### src/rtl/instr_queue_if.sv
// -----------------------------------------------------------------------------
// instr_queue_if
//   Bundles the fetcher-side push port, the decoder-side pop port and the
//   global rdy/flush controls of the instruction queue.
//
//   Modports:
//     master : the surrounding pipeline (fetcher + decoder + control). It drives
//              rdy, flush, valid/pc/instr from the fetcher and pop from the
//              decoder, and observes full, is_empty and the head pc/instr.
//     slave  : the instruction queue itself.
//
//   Parameters:
//     PC_W    : pc width
//     INSTR_W : instruction word width
// -----------------------------------------------------------------------------
interface instr_queue_if #(
  parameter int PC_W    = 32,
  parameter int INSTR_W = 32
);

  // Global controls
  logic               rdy;
  logic               flush;

  // Fetcher side
  logic               valid_from_fetcher;
  logic [PC_W-1:0]    pc_from_fetcher;
  logic [INSTR_W-1:0] instr_from_fetcher;
  logic               full_to_fetcher;

  // Decoder side
  logic               pop_from_decoder;
  logic               is_empty_to_decoder;
  logic [PC_W-1:0]    pc_to_decoder;
  logic [INSTR_W-1:0] instr_to_decoder;

  modport master (
    output rdy,
    output flush,
    output valid_from_fetcher,
    output pc_from_fetcher,
    output instr_from_fetcher,
    output pop_from_decoder,
    input  full_to_fetcher,
    input  is_empty_to_decoder,
    input  pc_to_decoder,
    input  instr_to_decoder
  );

  modport slave (
    input  rdy,
    input  flush,
    input  valid_from_fetcher,
    input  pc_from_fetcher,
    input  instr_from_fetcher,
    input  pop_from_decoder,
    output full_to_fetcher,
    output is_empty_to_decoder,
    output pc_to_decoder,
    output instr_to_decoder
  );

endinterface

### src/rtl/instr_queue.sv
// -----------------------------------------------------------------------------
// instr_queue
//   Circular FIFO between the instruction fetcher and the decoder. Holds
//   (pc, instr) pairs and presents the oldest entry first-word-fall-through.
//   The whole queue is discarded on flush (mispredict / jump redirect).
//
//   Ports:
//     clk : clock, rising edge
//     rst : asynchronous, active-high reset (clears pointers and count)
//     bus : instr_queue_if.slave
//             rdy                 - 0 freezes all state
//             flush               - discard every entry
//             valid_from_fetcher  - push request with pc/instr_from_fetcher
//             full_to_fetcher     - queue full, push is dropped
//             pop_from_decoder    - decoder consumes the head
//             is_empty_to_decoder - no valid head
//             pc/instr_to_decoder - head entry (zero when empty)
//
//   Parameters:
//     DEPTH_LOG2 : log2 of the entry count
//     PC_W       : pc width
//     INSTR_W    : instruction word width
//
//   Build option:
//     IQ_BYPASS_EN : when defined, a push into an empty queue is forwarded to
//                    the decoder outputs in the same cycle; if the decoder pops
//                    it right away the entry is never written.
// -----------------------------------------------------------------------------
module instr_queue #(
  parameter int DEPTH_LOG2 = 4,
  parameter int PC_W       = 32,
  parameter int INSTR_W    = 32
) (
  input  logic          clk,
  input  logic          rst,
  instr_queue_if.slave  bus
);

  localparam int DEPTH = 1 << DEPTH_LOG2;

  typedef logic [DEPTH_LOG2-1:0] ptr_t;
  typedef logic [DEPTH_LOG2:0]   cnt_t;

  // ---------------------------------------------------------------------------
  // State
  // ---------------------------------------------------------------------------
  ptr_t head_q, head_d;
  ptr_t tail_q, tail_d;
  cnt_t count_q, count_d;

  logic [PC_W-1:0]    pc_mem    [DEPTH];
  logic [INSTR_W-1:0] instr_mem [DEPTH];

  logic empty;
  logic full;
  logic push_ok;
  logic pop_ok;
  logic bypass_hit;   // fetcher inputs are driving the decoder outputs
  logic bypass_take;  // ... and the decoder consumes them this cycle

  assign empty = (count_q == '0);
  assign full  = (count_q == cnt_t'(DEPTH));

`ifdef IQ_BYPASS_EN
  assign bypass_hit = empty & bus.valid_from_fetcher & bus.rdy & ~bus.flush;
`else
  assign bypass_hit = 1'b0;
`endif

  assign bypass_take = bypass_hit & bus.pop_from_decoder;

  // ---------------------------------------------------------------------------
  // Next-state logic
  // ---------------------------------------------------------------------------
  // NOTE: every signal written here gets a default first, so no path through
  // the if/else tree can leave one unassigned and infer a latch.
  always_comb begin
    head_d  = head_q;
    tail_d  = tail_q;
    count_d = count_q;
    push_ok = 1'b0;
    pop_ok  = 1'b0;

    if (bus.rdy) begin
      if (bus.flush) begin
        // Redirect: everything in flight is stale, including this cycle's
        // push and pop.
        head_d  = '0;
        tail_d  = '0;
        count_d = '0;
      end else begin
        // A full queue drops the push even when a pop frees a slot in the
        // same cycle; the fetcher holds and retries. A bypassed entry that
        // the decoder takes directly is never stored.
        push_ok = bus.valid_from_fetcher & ~full & ~bypass_take;
        pop_ok  = bus.pop_from_decoder & ~empty;

        if (push_ok) tail_d = tail_q + ptr_t'(1);
        if (pop_ok)  head_d = head_q + ptr_t'(1);

        count_d = count_q + cnt_t'(push_ok) - cnt_t'(pop_ok);
      end
    end
  end

  // ---------------------------------------------------------------------------
  // Pointer / count registers
  // ---------------------------------------------------------------------------
  // NOTE: clocked state uses non-blocking assignments so every register
  // samples the pre-edge values of the others, regardless of process order.
  always_ff @(posedge clk or posedge rst) begin
    if (rst) begin
      head_q  <= '0;
      tail_q  <= '0;
      count_q <= '0;
    end else begin
      head_q  <= head_d;
      tail_q  <= tail_d;
      count_q <= count_d;
    end
  end

  // ---------------------------------------------------------------------------
  // Entry storage
  // ---------------------------------------------------------------------------
  // NOTE: the storage arrays carry no reset; count_q alone says which slots
  // hold live data, and leaving them unreset lets them map onto plain RAM.
  always_ff @(posedge clk) begin
    if (push_ok) begin
      pc_mem[tail_q]    <= bus.pc_from_fetcher;
      instr_mem[tail_q] <= bus.instr_from_fetcher;
    end
  end

  // ---------------------------------------------------------------------------
  // Outputs
  // ---------------------------------------------------------------------------
  // The head is forced to zero when empty so that stale RAM contents never
  // reach the decoder.
  always_comb begin
    bus.pc_to_decoder    = '0;
    bus.instr_to_decoder = '0;
    if (bypass_hit) begin
      bus.pc_to_decoder    = bus.pc_from_fetcher;
      bus.instr_to_decoder = bus.instr_from_fetcher;
    end else if (!empty) begin
      bus.pc_to_decoder    = pc_mem[head_q];
      bus.instr_to_decoder = instr_mem[head_q];
    end
  end

  assign bus.is_empty_to_decoder = empty & ~bypass_hit;
  assign bus.full_to_fetcher     = full;

  // ---------------------------------------------------------------------------
  // Invariants
  // ---------------------------------------------------------------------------
  // Occupancy never exceeds the depth.
  a_count_range : assert property (
    @(posedge clk) disable iff (rst) count_q <= cnt_t'(DEPTH)
  );

  // The pointer distance always equals the occupancy modulo the depth.
  a_ptr_count : assert property (
    @(posedge clk) disable iff (rst)
      ptr_t'(tail_q - head_q) == count_q[DEPTH_LOG2-1:0]
  );

endmodule

### src/flat_wrapper.sv
// flat-port wrapper written by rule: the top's interface ports become plain ports
module instr_queue_flat 
#(
  parameter int DEPTH_LOG2 = 4,
  parameter int PC_W       = 32,
  parameter int INSTR_W    = 32
)
  (clk, rst, bus_rdy, bus_flush, bus_valid_from_fetcher, bus_pc_from_fetcher, bus_instr_from_fetcher, bus_pop_from_decoder, bus_full_to_fetcher, bus_is_empty_to_decoder, bus_pc_to_decoder, bus_instr_to_decoder);
  instr_queue_if #(.PC_W(PC_W), .INSTR_W(INSTR_W)) bus_i ();
  input  logic clk;
  input  logic rst;
  input wire logic [$bits(bus_i.rdy)-1:0] bus_rdy;
  input wire logic [$bits(bus_i.flush)-1:0] bus_flush;
  input wire logic [$bits(bus_i.valid_from_fetcher)-1:0] bus_valid_from_fetcher;
  input wire logic [$bits(bus_i.pc_from_fetcher)-1:0] bus_pc_from_fetcher;
  input wire logic [$bits(bus_i.instr_from_fetcher)-1:0] bus_instr_from_fetcher;
  input wire logic [$bits(bus_i.pop_from_decoder)-1:0] bus_pop_from_decoder;
  output wire logic [$bits(bus_i.full_to_fetcher)-1:0] bus_full_to_fetcher;
  output wire logic [$bits(bus_i.is_empty_to_decoder)-1:0] bus_is_empty_to_decoder;
  output wire logic [$bits(bus_i.pc_to_decoder)-1:0] bus_pc_to_decoder;
  output wire logic [$bits(bus_i.instr_to_decoder)-1:0] bus_instr_to_decoder;
  assign bus_i.rdy = bus_rdy;
  assign bus_i.flush = bus_flush;
  assign bus_i.valid_from_fetcher = bus_valid_from_fetcher;
  assign bus_i.pc_from_fetcher = bus_pc_from_fetcher;
  assign bus_i.instr_from_fetcher = bus_instr_from_fetcher;
  assign bus_i.pop_from_decoder = bus_pop_from_decoder;
  assign bus_full_to_fetcher = bus_i.full_to_fetcher;
  assign bus_is_empty_to_decoder = bus_i.is_empty_to_decoder;
  assign bus_pc_to_decoder = bus_i.pc_to_decoder;
  assign bus_instr_to_decoder = bus_i.instr_to_decoder;
  instr_queue #(.DEPTH_LOG2(DEPTH_LOG2), .PC_W(PC_W), .INSTR_W(INSTR_W)) u_core (.clk(clk), .rst(rst), .bus(bus_i));
endmodule
### config.mk
export PLATFORM = sky130hd
export DESIGN_NAME = instr_queue_flat
export DESIGN_NICKNAME = d
export VERILOG_FILES = /design/src/rtl/instr_queue_if.sv /design/src/rtl/instr_queue.sv /design/src/flat_wrapper.sv
export SDC_FILE = /design/constraint.sdc
export NUM_CORES = 1
export LEC_CHECK = 0
export CORE_ASPECT_RATIO = 0.5
export CORE_MARGIN = 8
export CORE_UTILIZATION = 55
export CTS_BUF_LIST = sky130_fd_sc_hd__clkbuf_16
export DETAILED_ROUTE_END_ITERATION = 6
export PLACE_DENSITY = 0.72
export SETUP_SLACK_MARGIN = 0.4
export SYNTH_ARGS = -nofsm -noshare
export SYNTH_HDL_FRONTEND = slang
export SYNTH_SLANG_ARGS = --single-unit
### constraint.sdc
create_clock -name clk -period 19 [get_ports clk]
set_input_delay 2.85 -clock clk [delete_from_list [all_inputs] [get_ports clk]]
set_output_delay 2.85 -clock clk [all_outputs]
set_load 0.02 [all_outputs]
==> results of run 1 <==
## cell usage in the layout, fill, tap and decap left out, drive strengths merged, types with 10 or more instances in the layout
| master | Yosys | routed |
|---|---|---|
| nand3 | 18 | 18 |
| nand2b | 13 | 13 |
| dfrtp | 13 | 13 |
| a22oi | 12 | 12 |
| nand2 | 20 | 20 |
| inv | 14 | 28 |
| mux4 | 255 | 255 |
| ha | 11 | 11 |
| buf | 56 | 34 |
| clkbuf | 35 | 92 |
| a221o | 52 | 52 |
| clkinv | 1 | 45 |
| edfxtp | 1024 | 1024 |
| bufinv | 0 | 10 |
| a22o | 53 | 53 |
| clkdlybuf4s50 | 0 | 135 |
## layer usage
metal  routed length [µm]  up-vias  GRT usage
met4                 1929        0    0.06231
met1                33180     9599     0.2781
li1                     -     7494          -
met3                 6416      121    0.03383
met2                42090      823     0.3444
met5                    0        -          0
## cell type report
type                    instances  area, µm²  area share
clock buffers                  92       2302     0.05150
multi-input cells             506       7838      0.1753
inverters                      15      63.81    0.001428
flip-flops and latches       1037      31090      0.6955
clock inverters                69      569.3     0.01274
well taps                     958       1199     0.02682
repair buffers                169       1632     0.03650
diodes                          4      10.01   0.0002239
## worst paths after layout
kind                                               start                             to  slack [ns]  depth (start not counted)
min reg2reg                u_core.count_q[3]$_DFFE_PP0P_  u_core.count_q[3]$_DFFE_PP0P_        0.56                          2
min                        u_core.count_q[3]$_DFFE_PP0P_  u_core.count_q[3]$_DFFE_PP0P_        0.56                          2
max reg2reg                u_core.count_q[3]$_DFFE_PP0P_  u_core.pc_mem[3][1]$_DFFE_PP_       14.79                          7
max                         u_core.head_q[1]$_DFFE_PP0P_          bus_pc_to_decoder[12]       11.59                          6
min in group asynchronous                            rst  u_core.count_q[1]$_DFFE_PP0P_        2.57                          2
max in group asynchronous                            rst   u_core.head_q[0]$_DFFE_PP0P_       16.00                          2
## through the flow
stage / utilization / hold WS (ns) / power (µW)
after floorplan: - / 0.5108 / 3381
after detailed placement: 0.5893 / 0.5549 / 3760
after CTS: 0.6297 / 0.5660 / 5532
after global placement: 0.5893 / 0.5445 / 3751
after global routing: 0.6299 / 0.6214 / 5667
final: 0.6299 / 0.5602 / 5484
## state kept, by name, indices dropped and copies added, names as in the netlist
register / flops
u_core.tail_q: 4
u_core.pc_mem: 512
u_core.head_q: 4
u_core.instr_mem: 512
u_core.count_q: 5
## worst register-to-register path: cells and delay by family, from the launching register on
kind	cells	cell delay, ns
DFF	1	0.40
buffers and inverters	2	1.10
adders and majority gates	1	0.20
and+or+nand+nor	4	2.10
## synthesized netlist by cell type (7+ instances only)
cell type	count	area, µm²
nor3b_1	7	52.55
edfxtp_1	1024	30750
ha_1	11	137.6
buf_6	19	214.0
mux4_2	255	5743
nand3_1	18	90.09
inv_1	13	48.80
a221o_1	52	520.5
buf_2	31	155.2
a22o_1	53	464.2
nor2_1	8	30.03
nand2_1	20	75.07
nand2b_1	13	81.33
clkbuf_1	35	131.4
a22oi_1	12	90.09
dfrtp_1	13	325.3
and3_1	7	43.79
## cell families (layout without fill, tap and decap cells)
| group | count (synthesis) | in the layout |
|---|---|---|
| other cells | 0 | 4 |
| flops | 1037 | 1037 |
| compound gates | 139 | 139 |
| mux | 261 | 261 |
| fa+ha+maj | 12 | 12 |
| buf+inv | 106 | 345 |
| simple gates | 92 | 92 |
| xor+xnor | 2 | 2 |
## where the power goes
part	switching, µW	internal [µW]	total [µW]
clock	781	1010	1790
combinational	561	561	1120
sequential	30.8	2540	2570
==> impl_results.md, run 1 <==
* Status: completed
* Antenna Nets Post-Route at 0
* Post-CTS sizing at 0
* CP Capture Type: output port
* Gr ovfl total at 0
* First DRT Iteration DRCs at 2409
* Die Span X at 394.5 µm
* CTS tree: done
* GRT Total Usage at 0.2042
* Pwr Density at 122.7 nW/µm²
* Min Tclk post-route at 7.410 ns
* CTS Buffer Depth at 3
* DP HPWL at 40.21 mm
* Main combinational cell family by area after synthesis: multiplexers
* Cell area after synthesis at 39400 µm²
* Clock root cell: clkbuf_16
* Setup Crit Path Kind: reg2out
* Routed WL per cell at 29.34 µm
* Gate Count Post-Synth at 1649
* CP max stage cell: buf_4
* Largest net degree at the start of global routing at 119
* Vias in the first global route at 18750
* Adder-cell share of the synthesized area at 0.004001
* EDFF count, synth at 1024
* CP dominant cell by count: buf_4
* Yosys warnings at 0
* Part of the cycle the worst path needs at 0.3900
* Worst min path class: reg2reg
* Fin area at 44700 µm²
* # H-tree levels at 3
* Fmax at 0.1350 GHz
* I/O Buffers at 135
* Req. time, crit path at 16.15 ns
* Core Rows at 69
* Drt via density at 6.329
* Total CTS buffers at 87
* Simple-gate share of the synthesized area at 0.01340
* Via count at 18040
* Critical path peak fanout at 70
* Largest stage delay on the critical path at 0.94 ns
* Netlist cell types at 49
* Clk_lat worst skew at 0.64 ns
* RSZ-0062 raised after global routing: false
* Placed insts at 2685
* Yosys reg bits at 1037
* Register area share after synthesis at 0.7887
* Finished Layout Cells at 2850
* Worst path top cell family by delay: buffers and inverters
* Startpoint Class: flip-flop
* GP Congestion at 0.7541
* Routed wire length at 83.62 mm
* Worst setup margin at 11.59 ns
* Chip Height at 205.3 µm
* Top-level I/O count at 136
* Final-report max-slew violation count at 0
* Clock Skews at 0.01951 ns
* Area grow syn2layout at 13.45%
* Least-Margin Pin Slew at 1.210 ns
* Initial antenna violation count at 4
* # fillers at 4621
* CP cell instances: buf_4 > buf_4 > mux4_2 > a22o_1 > a221o_1 > clkdlybuf4s50_1
* DIE AREA at 80980 µm²
* Multiplexer area fraction after synthesis at 0.1473
* Core Area at 70970 µm²
* Initial core utilization at 0.5552
* Top_reg_cell synth: edfxtp_1
* CTS hold repair buffers at 0
* Post-CTS Setup Inserts at 0
* Setup violations, final at 0
* Synth async-reset ratio at 0.01254
* First-pass GRT wire length at 122.5 mm
* Detailed-router iteration count before antenna repair at 5
* Synth Area in XOR/XNOR at 0.0004446
* Final net count at 1898
* Leakage at 0.01380 µW
* DRC Markers at 0
* Final hold violations at 0
* Layout cells sized above 1 at 0.2325
* Max IR drop VDD at 86.28 µV
* Worst slack at placement at 12.05 ns
* Worst path arrival time at 4.56 ns
* Worst-path clk slew at 0.06 ns
* Synthesized Nets at 1731
* Worst relative slew slack at 0.1930
* CP bufs+invs at 3
* Post-Route Setup TNS at 0 ns
* Max Cap Viol at 0
* Compound-Gate Fraction of Synth Area at 0.03118
* Syn avg cell area at 23.89 µm²
* Post-placement cell area at 41820 µm²
* Clock Sinks at 1037
No activity file was read; power rests on OpenSTA's default activity.
==> inputs of run 2 (changes only) <==
Settings changed: PLACE_DENSITY 0.72 to 0.75.
Clock period 19 ns to 6.5 ns, I/O delays scaled along.
==> impl_results.md, run 2 (synthesis gave the netlist of run 1 again) <==
* Final net count at 1907 (+0.47%)
* Via count at 18150 (+0.60%)
* Part of the cycle the worst path needs at 0.7676
* CTS hold repair buffers at 0 (unchanged)
* Core Area at 70970 µm² (unchanged)
* Pwr Density at 356.0 nW/µm² (+190%)
* Worst-case reg-to-reg path depth at 13 (+6)
* Clock Sinks at 1037 (unchanged)
* Die Span X at 394.5 µm (unchanged)
* Clock root cell: clkbuf_16
* Fmax at 0.2004 GHz
* Gr ovfl total at 0 (unchanged)
* Critical path peak fanout at 32 (-54%)
* Worst r2r src: u_core.count_q[3]$_DFFE_PP0P_
* Worst-path clk slew at 0.06 ns (about the same)
* Setup Crit Path Kind: reg2out
* Critical path startpoint: u_core.count_q[3]$_DFFE_PP0P_
* Routed WL per cell at 29.26 µm (-0.27%)
* Leakage at 0.01381 µW (about the same)
* Drt via density at 6.356 (+0.43%)
* Initial antenna violation count at 5 (+1)
* First DRT Iteration DRCs at 2084 (-13%)
* Top-level I/O count at 136 (unchanged)
* Largest net degree at the start of global routing at 111 (-6.7%)
* Status: completed
* Req. time, crit path at 5.52 ns (-10.63 ns)
* DP HPWL at 42.31 mm (+5.2%)
* First-pass GRT wire length at 124.2 mm (+1.4%)
* I/O Buffers at 135 (unchanged)
* Commonest non-fill, non-tap cell in the layout: edfxtp_1
* Startpoint Class: flip-flop
* Min Tclk post-route at 4.989 ns
* Initial core utilization at 0.5552 (unchanged)
* Core Rows at 69 (unchanged)
* Final hold violations at 0 (unchanged)
* Post-CTS sizing at 0 (unchanged)
* Worst min path class: reg2reg
* DRC Markers at 0 (unchanged)
* Worst path arrival time at 4.01 ns (-0.55 ns)
* Vias in the first global route at 19000 (+1.3%)
* Detailed-router iteration count before antenna repair at 5 (unchanged)
* Max Cap Viol at 0 (unchanged)
* CTS Buffer Depth at 3 (unchanged)
* Layout cells sized above 1 at 0.2331 (+0.0005655)
* Total CTS buffers at 87 (unchanged)
* Worst relative slew slack at 0.2052 (+0.01219)
* Biggest regs: u_core.instr_mem x512, u_core.pc_mem x512, u_core.count_q x5
* Antenna Nets Post-Route at 0 (unchanged)
* CTS tree: done
* RSZ-0062 raised after global routing: false
* # fillers at 4538 (-1.8%)
* Post-CTS Setup Inserts at 0 (unchanged)
* Clk_lat worst skew at 0.66 ns (+0.02 ns)
* Clock Skews at 0.04122 ns (+0.02171 ns)
* Crit Reg-Reg Endpoint: u_core.count_q[4]$_DFFE_PP0P_
* Max IR drop VDD at 243.3 µV (+180%)
* GP Congestion at 0.7481 (-0.80%)
* Post-Route Setup TNS at 0 ns (unchanged)
* DIE AREA at 80980 µm² (unchanged)
* Placed insts at 2694 (+0.34%)
* Worst Setup EP: bus_instr_to_decoder[29]
* Least-Margin Pin Slew at 1.187 ns (-0.02348 ns)
* Finished Layout Cells at 2855 (+0.18%)
* Area grow syn2layout at 13.53% (about the same)
* Most frequent cells in the layout: edfxtp_1 (1024), mux4_2 (255), clkdlybuf4s50_1 (135)
* Final-report max-slew violation count at 0 (unchanged)
* Setup violations, final at 0 (unchanged)
* GRT Total Usage at 0.2053 (+0.001135)
* Routed wire length at 83.53 mm (about the same)
* # H-tree levels at 3 (unchanged)
* CP Capture Type: output port
* R2r setup slk at 2.96 ns (-11.83 ns)
* Chip Height at 205.3 µm (unchanged)
-- run 2: routing by layer --
| layer | global-route usage | vias to the layer above | routed length [µm] |
|---|---|---|---|
| li1 | - | 7497 | - |
| met1 | 0.2748 | 9655 | 32820 |
| met2 | 0.3543 | 862 | 42760 |
| met3 | 0.02902 | 132 | 5503 |
| met4 | 0.06540 | 0 | 2450 |
| met5 | 0 | - | 0 |
-- run 2: worst min path at each step --
stage | startpoint | to | depth (start not counted)
after floorplan | u_core.count_q[3]$_DFFE_PP0P_ | u_core.count_q[3]$_DFFE_PP0P_ | 2
after global placement | u_core.count_q[3]$_DFFE_PP0P_ | u_core.count_q[3]$_DFFE_PP0P_ | 2
after detailed placement | u_core.count_q[3]$_DFFE_PP0P_ | u_core.count_q[3]$_DFFE_PP0P_ | 2
after CTS | u_core.count_q[3]$_DFFE_PP0P_ | u_core.count_q[3]$_DFFE_PP0P_ | 2
after global routing | u_core.count_q[3]$_DFFE_PP0P_ | u_core.count_q[3]$_DFFE_PP0P_ | 2
final | u_core.count_q[3]$_DFFE_PP0P_ | u_core.count_q[3]$_DFFE_PP0P_ | 2
-- run 2: final cells by class --
class,count,area (µm²),share of cell area
Sequential cell,1037,31090,0.6949
Antenna cell,5,12.51,0.0002797
Inverter,15,63.81,0.001426
Clock buffer,88,2202,0.04923
Timing Repair Buffer,178,1799,0.04022
Multi-Input combinational cell,506,7844,0.1753
Clock inverter,68,528.0,0.01180
Tap cell,958,1199,0.02679
-- run 2: power breakdown --
part           switching, µW  total [µW]  internal, µW
sequential               111        7530          7420
combinational           1660        3340          1680
clock                   2310        5060          2750
-- run 2: stage by stage --
step	utilization	area [µm²]	hold WS, ns	power, µW	setup WS (ns)
after floorplan	-	39410	0.5108	9883	-0.7725
after global placement	0.5917	41990	0.5486	11040	2.170
after detailed placement	0.5917	41990	0.5599	11070	2.046
after CTS	0.6302	44720	0.5746	16060	1.466
after global routing	0.6304	44730	0.6229	16430	1.309
final	0.6304	44730	0.5695	15930	1.511
-- run 2: critical path, stage by stage (launching register included) --
cell and delay (ns):
dfrtp_1 0.40, inv_1 0.09, ha_1 0.20, or4b_1 0.39
nand2_1 0.15, nor2_4 0.68, buf_4 0.57, a221o_1 0.27
clkdlybuf4s50_1 0.61
==> inputs of run 3 (changes only) <==
Settings changed: PLACE_DENSITY 0.75 to 0.72.
Clock period 6.5 ns to 4.83 ns, I/O delays scaled along.
==> impl_results.md, run 3 (synthesis gave the netlist of run 1 again) <==
* Routed WL per cell at 28.68 µm (-2.0%)
* Core Area at 70970 µm² (unchanged)
* I/O Buffers at 135 (unchanged)
* Status: completed
* Gr ovfl total at 0 (unchanged)
* First-pass GRT wire length at 122.2 mm (-1.6%)
* Clock root cell: clkbuf_16
* Core Rows at 69 (unchanged)
* Total CTS buffers at 88 (+1.1%)
* # H-tree levels at 3 (unchanged)
* Critical path peak fanout at 21 (-34%)
* Part of the cycle the worst path needs at 0.8857
* Layout cells sized above 1 at 0.2392 (+0.006135)
* Most frequent cells in the layout: edfxtp_1 (1024), mux4_2 (255), clkdlybuf4s50_1 (135)
* First DRT Iteration DRCs at 1946 (-6.6%)
* Worst min path class: in2async
* Commonest non-fill, non-tap cell in the layout: edfxtp_1
* DIE AREA at 80980 µm² (unchanged)
* Antenna Nets Post-Route at 0 (unchanged)
* Via count at 18040 (-0.59%)
* Req. time, crit path at 4.11 ns (-1.41 ns)
* DRC Markers at 0 (unchanged)
* Footprint of the multi-input gates at 7871 µm² (+0.35%)
* CTS Buffer Depth at 3 (unchanged)
* Storage cell area at 31090 µm² (unchanged)
* CTS tree: done
* Post-Route Setup TNS at 0 ns (unchanged)
* CTS hold repair buffers at 0 (unchanged)
* Least-Margin Pin Slew at 0.8316 ns (-0.3554 ns)
* Largest net degree at the start of global routing at 84 (-24%)
* Top-level I/O count at 136 (unchanged)
* Clock Skews at 0.01576 ns (-0.02546 ns)
* GP Congestion at 0.7653 (+2.3%)
* Setup Crit Path Kind: reg2out
* Initial antenna violation count at 2 (-3)
* Clk_lat worst skew at 0.65 ns (about the same)
* Die Span X at 394.5 µm (unchanged)
* Final hold violations at 0 (unchanged)
* Drt via density at 6.305 (-0.80%)
* Leakage at 0.01391 µW (+0.71%)
* Tightest hold margin at 0.4171 ns (-0.1524 ns)
* Startpoint Class: flip-flop
* Max Cap Viol at 0 (unchanged)
* Pwr Density at 475.1 nW/µm² (+33%)
* Worst-path clk slew at 0.06 ns (about the same)
* Worst-case reg-to-reg path depth at 13 (unchanged)
* Vias in the first global route at 18850 (-0.75%)
* Area grow syn2layout at 14.26%
* GRT Total Usage at 0.2015 (-0.003862)
* RSZ-0062 raised after global routing: false
* Routed wire length at 82.05 mm (-1.8%)
* Fmax at 0.2338 GHz
* Clock Sinks at 1037 (unchanged)
* Detailed-router iteration count before antenna repair at 5 (unchanged)
* Max IR drop VDD at 305.9 µV (+26%)
* Worst slack at placement at 0.9497 ns (-1.096 ns)
* Worst setup margin at 0.5522 ns (-0.9583 ns)
* Final-report max-slew violation count at 0 (unchanged)
* Worst relative slew slack at 0.4456 (+0.2404)
* Chip Height at 205.3 µm (unchanged)
* Biggest regs: u_core.instr_mem x512, u_core.pc_mem x512, u_core.count_q x5
* Min Tclk post-route at 4.278 ns
* CP Capture Type: output port
* Final net count at 1917 (+0.52%)
* Setup violations, final at 0 (unchanged)
* Worst path arrival time at 3.55 ns (-0.46 ns)
* Util after Layout at 0.6344 (+0.004038)
* # fillers at 4623 (+1.9%)
* Post-CTS Setup Inserts at 0 (unchanged)
* Initial core utilization at 0.5552 (unchanged)
* DP HPWL at 42.63 mm (+0.74%)
[run 3: cell types whose count changed in the layout (fill, tap and decap cells not counted), moves of 2 or more]
cell / before / now
clkinv_2: 12 / 15
nor3b_4: 2 / 4
diode_2: 5 / 1
clkbuf_16: 88 / 91
buf_12: 10 / 25
nor3b_2: 3 / 1
buf_6: 0 / 3
inv_1: 32 / 30
buf_4: 33 / 24
[run 3: cell type report]
class,instances,share of cell area
timing repair buffer,187,0.04588
antenna,1,0.00005558
tap,958,0.02662
sequential,1037,0.6905
multi-input combinational,506,0.1748
clock buffer,91,0.05058
clock inverter,66,0.01012
inverter,15,0.001417
[run 3: worst paths after layout]
kind                            slack, ns                             to                          start
worst max-delay path                 0.55          bus_pc_to_decoder[19]   u_core.head_q[0]$_DFFE_PP0P_
worst min-delay path                 0.42   u_core.head_q[2]$_DFFE_PP0P_                            rst
worst max register to register       1.49  u_core.count_q[4]$_DFFE_PP0P_  u_core.count_q[3]$_DFFE_PP0P_
worst min register to register       0.56  u_core.count_q[3]$_DFFE_PP0P_  u_core.count_q[3]$_DFFE_PP0P_
max in group asynchronous            4.02   u_core.head_q[0]$_DFFE_PP0P_                            rst
min in group clk                     0.56  u_core.count_q[3]$_DFFE_PP0P_  u_core.count_q[3]$_DFFE_PP0P_
[run 3: worst max-delay path: stages, from the launching register on]
cell             delay (ns)
dfrtp_4                0.70
buf_4                  0.48
mux4_2                 0.59
a22o_1                 0.26
a221o_1                0.29
clkdlybuf4s50_1        0.57
[run 3: metrics by stage]
step	std cells	area [µm²]	total power [µW]
detailed placement	2703	42270	14870
global placement	2703	42270	14830
floorplan	1649	39450	13300
CTS	2860	45010	21600
global route	2861	45020	22120
finish	2861	45020	21390
[run 3: timing repair]
item,4_1_cts,5_1_grt
cloned,0,0
resized for setup,4,1
setup endpoints to repair,53,6
[run 3: where the power goes]
group / total (µW) / internal [µW] / switching, µW
registers: 10100 / 9990 / 89.5
logic: 4540 / 2280 / 2260
clock network: 6780 / 3730 / 3050
total: 21400 / 16000 / 5400
[run 3: routing by layer]
layer | wire length (µm) | share of wire | vias to the layer above | GRT usage
li1 | - | - | 7518 | -
met1 | 33990 | 0.41 | 9698 | 0.2799
met2 | 41000 | 0.50 | 705 | 0.3387
met3 | 5509 | 0.067 | 116 | 0.03620
met4 | 1537 | 0.019 | 2 | 0.04622
met5 | 13 | 0.00016 | - | 0
